--- src/rtl/int_ctrl_pkg.sv ---
// Shared constants for the Wishbone interrupt controller: register offsets,
// source mode encodings and the idle cause code.
package int_ctrl_pkg;

    localparam logic [1:0] REG_PENDING = 2'd0;
    localparam logic [1:0] REG_MASK    = 2'd1;
    localparam logic [1:0] REG_MODE    = 2'd2;
    localparam logic [1:0] REG_CAUSE   = 2'd3;

    localparam logic MODE_LEVEL = 1'b0;
    localparam logic MODE_EDGE  = 1'b1;

    localparam logic [31:0] CAUSE_NONE = 32'h0;

    // Width of a source index; one source still needs a 1-bit index port.
    function automatic int ptr_width(input int n);
        return (n > 1) ? $clog2(n) : 1;
    endfunction

endpackage

--- src/rtl/int_prio_enc.sv ---
// Combinational find-first-set over req, searching upward from start and
// wrapping back to index 0.
module int_prio_enc #(
    parameter int N  = 8,
    parameter int PW = 3
) (
    input  logic [N-1:0]  req,
    input  logic [PW-1:0] start,
    output logic          valid,
    output logic [PW-1:0] idx
);

    logic [PW:0] pos;

    always_comb begin
        valid = 1'b0;
        idx   = '0;
        pos   = '0;
        // Walk from the farthest offset so the hit nearest to start is assigned last.
        for (int off = N - 1; off >= 0; off--) begin
            pos = {1'b0, start} + (PW + 1)'(off);
            if (pos >= (PW + 1)'(N)) begin
                pos = pos - (PW + 1)'(N);
            end
            if (req[pos[PW-1:0]]) begin
                valid = 1'b1;
                idx   = pos[PW-1:0];
            end
        end
    end

endmodule

--- src/rtl/wb_int_ctrl.sv ---
// Wishbone interrupt controller: synchronised sources, per-source mask and
// edge/level mode, W1C pending bits, registered INT/CAUSE for the CPU.
// Define INT_CTRL_RR_EN to select the reported source round-robin instead of lowest index.
module wb_int_ctrl
    import int_ctrl_pkg::*;
#(
    parameter int          NUM_SRC    = 8,
    parameter logic [31:0] CAUSE_BASE = 32'h0,
    parameter logic [31:0] MASK_RST   = 32'h0
) (
    input  logic               clk,
    input  logic               rst,
    input  logic [NUM_SRC-1:0] src,
    input  logic               STB,
    input  logic               WE,
    input  logic [31:0]        ADDR,
    input  logic [31:0]        DAT_I,
    output logic [31:0]        DAT_O,
    output logic               ACK,
    output logic               INT,
    output logic [31:0]        CAUSE
);

    localparam int PW = ptr_width(NUM_SRC);

    logic [NUM_SRC-1:0] sync1_q, sync1_d;
    logic [NUM_SRC-1:0] sync2_q, sync2_d;
    logic [NUM_SRC-1:0] prev_q, prev_d;
    logic [NUM_SRC-1:0] pending_q, pending_d;
    logic [NUM_SRC-1:0] mask_q, mask_d;
    logic [NUM_SRC-1:0] mode_q, mode_d;
    logic               ack_q, ack_d;
    logic               int_q, int_d;
    logic [31:0]        cause_q, cause_d;
    logic [31:0]        dat_o_q, dat_o_d;

    logic [1:0]         reg_sel;
    logic               commit;
    logic               wr;
    logic [NUM_SRC-1:0] wdata;
    logic [NUM_SRC-1:0] w1c;
    logic [NUM_SRC-1:0] rise;
    logic [NUM_SRC-1:0] act;
    logic               enc_valid;
    logic [PW-1:0]      enc_idx;
    logic [PW-1:0]      enc_start;
    logic               unused_bits;

    assign unused_bits = ^{ADDR[31:4], ADDR[1:0], DAT_I};

    always_comb begin
        reg_sel = ADDR[3:2];
        wdata   = DAT_I[NUM_SRC-1:0];
        // A transaction commits only on the first strobed cycle before ACK is up.
        commit  = STB & ~ack_q;
        wr      = commit & WE;
        w1c     = (wr && reg_sel == REG_PENDING) ? wdata : '0;

        sync1_d = src;
        sync2_d = sync1_q;
        prev_d  = sync2_q;

        // Edge sources latch rising edges (set beats W1C); level sources track sync.
        rise      = sync2_q & ~prev_q;
        pending_d = (mode_q & (rise | (pending_q & ~w1c))) | (~mode_q & sync2_q);

        mask_d = (wr && reg_sel == REG_MASK) ? wdata : mask_q;
        mode_d = (wr && reg_sel == REG_MODE) ? wdata : mode_q;

        act     = pending_q & mask_q;
        int_d   = enc_valid;
        cause_d = enc_valid ? CAUSE_BASE + 32'(enc_idx) : CAUSE_NONE;

        ack_d   = STB;
        dat_o_d = dat_o_q;
        if (commit) begin
            case (reg_sel)
                REG_PENDING: dat_o_d = 32'(pending_q);
                REG_MASK:    dat_o_d = 32'(mask_q);
                REG_MODE:    dat_o_d = 32'(mode_q);
                default:     dat_o_d = cause_q;
            endcase
        end
    end

    int_prio_enc #(
        .N  (NUM_SRC),
        .PW (PW)
    ) u_prio_enc (
        .req   (act),
        .start (enc_start),
        .valid (enc_valid),
        .idx   (enc_idx)
    );

`ifdef INT_CTRL_RR_EN
    logic [PW-1:0] ptr_q, ptr_d;
    logic [PW-1:0] sel_idx_q, sel_idx_d;

    always_comb begin
        ptr_d     = ptr_q;
        sel_idx_d = enc_idx;
        // Clearing the reported edge source moves the search start just past it.
        if (int_q && w1c[sel_idx_q] && mode_q[sel_idx_q] == MODE_EDGE) begin
            ptr_d = (sel_idx_q == PW'(NUM_SRC - 1)) ? '0 : sel_idx_q + PW'(1);
        end
    end

    always_ff @(posedge clk) begin
        if (rst) begin
            ptr_q     <= '0;
            sel_idx_q <= '0;
        end else begin
            ptr_q     <= ptr_d;
            sel_idx_q <= sel_idx_d;
        end
    end

    assign enc_start = ptr_q;
`else
    assign enc_start = '0;
`endif

    always_ff @(posedge clk) begin
        if (rst) begin
            sync1_q   <= '0;
            sync2_q   <= '0;
            prev_q    <= '0;
            pending_q <= '0;
            mode_q    <= '0;
            mask_q    <= MASK_RST[NUM_SRC-1:0];
            ack_q     <= 1'b0;
            int_q     <= 1'b0;
            cause_q   <= CAUSE_NONE;
            dat_o_q   <= '0;
        end else begin
            sync1_q   <= sync1_d;
            sync2_q   <= sync2_d;
            prev_q    <= prev_d;
            pending_q <= pending_d;
            mode_q    <= mode_d;
            mask_q    <= mask_d;
            ack_q     <= ack_d;
            int_q     <= int_d;
            cause_q   <= cause_d;
            dat_o_q   <= dat_o_d;
        end
    end

    assign DAT_O = dat_o_q;
    assign ACK   = ack_q;
    assign INT   = int_q;
    assign CAUSE = cause_q;

endmodule

--- config.mk ---
export PLATFORM = sky130hd
export DESIGN_NAME = wb_int_ctrl
export DESIGN_NICKNAME = d
export VERILOG_FILES = /design/src/rtl/int_ctrl_pkg.sv /design/src/rtl/int_prio_enc.sv /design/src/rtl/wb_int_ctrl.sv
export SDC_FILE = /design/constraint.sdc
export NUM_CORES = 1
export LEC_CHECK = 0
export BUFFER_PORTS_ARGS = -buffer_cell sky130_fd_sc_hd__buf_2
export CORE_MARGIN = 8
export CORE_UTILIZATION = 30
export DETAILED_ROUTE_END_ITERATION = 16
export SLEW_MARGIN = 40
export SYNTH_ARGS = -nofsm -noshare
export SYNTH_HDL_FRONTEND = slang
export SYNTH_SLANG_ARGS = --single-unit
--- constraint.sdc ---
create_clock -name clk -period 1.7 [get_ports clk]
set_input_delay 0.51 -clock clk [delete_from_list [all_inputs] [get_ports clk]]
set_output_delay 0.51 -clock clk [all_outputs]
set_load 0.01 [all_outputs]
==> reports/metrics.yaml <==
grt_pass1_vias: 1914
fmax_mhz: 727.1
initialDrtViolationCount: 82
num_vias: 1820
grt_use_met3_pct: 5.411
synth_cell_types: 28
crit_chain: "buf_2 -> nor2b_1 -> and3_1 -> buf_4 -> mux2i_1 -> nor2_1"
synth_warnings: 0
cts_resized: 0
drv_cap: 0
grt_max_degree: 22
p_per_area_nw_per_um2: 1033
slew_violations: 0
final_nets: 404
synth_edf_count: 0
die_height_um: 110.7
clock_path_buffers: 2
end_kind: "register"
post-cts-setup-buffers: 0
rsz0062_at_grt: "false"
htree_levels: 3
cts.clk_slew.worst_paths_ps: 60
routedWlPerCell_um: 12.12
finalHoldViolCount: 0
synth-main-ff-cell: "dfxtp_1"
use_met2_pct: 13.00
place_hpwl_mm: 4.136
worstSetupPathType: "input port to register"
portBuffers: 34
syn_avg_cell_area_um2: 9.612
syn_inst: 280
num_rows: 34
ios: 142
cts_tree: "yes"
fin_area_um2: 3079
r2r_setup_slack_ps: 330
setup_violations: 0
power.total_mw: 3.181
cts.sinks: 61
async_reset_ff_share_pct: 0
overflow: 0
initial_core_util_pct: 30.86
fp.coreArea_um2: 8721
antenna_found_initial: 0
die_area_um2: 12260
critPathMaxStageDelay_ps: 330
nFillCells: 902
cts-root-buf: "clkbuf_8"
grt_pass1_wl_mm: 9.073
finalCritPeriodShare_pct: 80.90
crit_path_start_kind: "input port"
arrival_ps: 1610
die_x_um: 110.7
netlist_area_um2: 2691
vdd_drop_max_mv: 0.8240
syn_to_final_growth_pct: 14.41
clk_latency_ps: 340
placed_area_um2: 2854
grt.busiest_layer: "met2"
hold_class: "input port to register"
hold_buffers: 0
cp.required_ps: 1930
crit_slowest_cell: "nor2b_1"
status: "complete, no violations"
p_leak_nw: 1.435
grt_use_total_pct: 9.050
routed_wl_mm: 5.343
yosysSeqAreaShare_pct: 45.37
min_period_ps: 1375
skew_ps: 4.109
cts_inserted_buffers: 9
drtPass1Iterations: 4
grt_use_met1_pct: 10.38
detail-route-antenna-nets: 0
critical_path_peak_fanout: 4
gp_congestion: 0.7622
drc: 0
antenna_cells: 0
viasPerCell: 4.127
drive_gt1_share_pct: 21.32
ys_ff_latch: 61
## worst max-delay path: cells and delay by family
family | cells | cell delay [ps]
buf+inv | 2 | 280
mux | 1 | 190
simple gates | 3 | 620
## through the flow
| stage | utilization (%) | TNS, ps | hold WS [ps] | std cells | setup slack, ps |
|---|---|---|---|---|---|
| 3_5_place_dp | 32.73 | -4.026 | 425.4 | 425 | -3.941 |
| 2_1_floorplan | - | 0 | 413.8 | 332 | 233.1 |
| 3_3_place_gp | 32.73 | -286.8 | 417.4 | 425 | -41.35 |
| 6_report | 35.31 | 0 | 373.6 | 441 | 324.7 |
| 5_1_grt | 35.31 | 0 | 360.5 | 441 | 159.3 |
| 4_1_cts | 35.31 | 0 | 357.2 | 441 | 305.3 |
## power breakdown
| part | leakage [nW] | internal (mW) | switching [mW] |
|---|---|---|---|
| Combinational | 0.821 | 0.0960 | 0.158 |
| Clock | 0.116 | 0.900 | 0.533 |
| Sequential | 0.498 | 1.47 | 0.0205 |
| Total | 1.44 | 2.47 | 0.711 |
## per-layer routing
| metal | up-vias | wire (um) |
|---|---|---|
| li1 | 922 | - |
| met2 | 75 | 2273 |
| met4 | 0 | 98 |
| met3 | 8 | 531 |
| met5 | - | 0 |
| met1 | 815 | 2439 |
## synth_stat cells, types with 2 or more instances
| cell | n | area, um2 |
|---|---|---|
| clkbuf_1 | 4 | 15.01 |
| buf_6 | 2 | 22.52 |
| buf_1 | 2 | 7.510 |
| dfxtp_1 | 61 | 1221 |
| buf_4 | 56 | 420.4 |
| a22oi_1 | 2 | 15.01 |
| and3_1 | 2 | 12.51 |
| mux4_2 | 3 | 67.56 |
| a211oi_1 | 13 | 97.59 |
| nand3_1 | 2 | 10.01 |
| nand2_1 | 30 | 112.6 |
| nor3_1 | 6 | 30.03 |
| nor2b_1 | 27 | 168.9 |
| nor2_1 | 26 | 97.59 |
| mux2i_1 | 21 | 210.2 |
| a21oi_1 | 4 | 20.02 |
| a21o_1 | 8 | 60.06 |
## cell type report
cell class / count / area, um2 / area share [%]
clock buffers: 12 / 155.1 / 5.039
clock inverters: 4 / 70.07 / 2.276
multi-input cells: 206 / 1195 / 38.81
flip-flops and latches: 61 / 1221 / 39.66
well taps: 108 / 135.1 / 4.388
repair buffers: 50 / 302.8 / 9.833
## cells in the final DEF, fill, tap and decap left out, drive strengths merged
cell	n
dfxtp	61
conb	53
buf	50
nand2	30
nor2b	28
nor2	26
mux2i	21
a211oi	13
clkbuf	12
a21o	8
nor3	6
a21oi	4
mux4	3
and3	2
a22oi	2
nand3	2
bufinv	2
clkinv	2
nand2b	2
nor4b	1
nand4b	1
o21ai	1
and3b	1
a32o	1
a311oi	1
## sequential cells by signal, indices dropped and copies added, names as in the netlist
name / count
prev_d: 8
INT: 1
ACK: 1
mask_q: 8
prev_q: 8
DAT_O: 8
pending_q: 8
CAUSE: 3
mode_q: 8
sync1_q: 8
## final timing paths
| check | from | endpoint | depth (start not counted) |
|---|---|---|---|
| worst max-delay path | STB | mask_q[1]$_SDFFE_PP0P_ | 6 |
| worst min-delay path | src[2] | sync1_q[2]$_SDFF_PP0_ | 2 |
| worst max register to register | ACK$_SDFF_PP0_ | mask_q[1]$_SDFFE_PP0P_ | 5 |
| worst min register to register | sync1_q[0]$_SDFF_PP0_ | prev_d[0]$_SDFF_PP0_ | 1 |
## cells by family after synthesis
| group | synth area share, % |
|---|---|
| mux | 10.32 |
| buf+inv | 17.48 |
| compound gates | 8.042 |
| simple gates | 18.64 |
| flops | 45.37 |
| other cells | 0.1393 |
(Power assumes the default switching activity.)
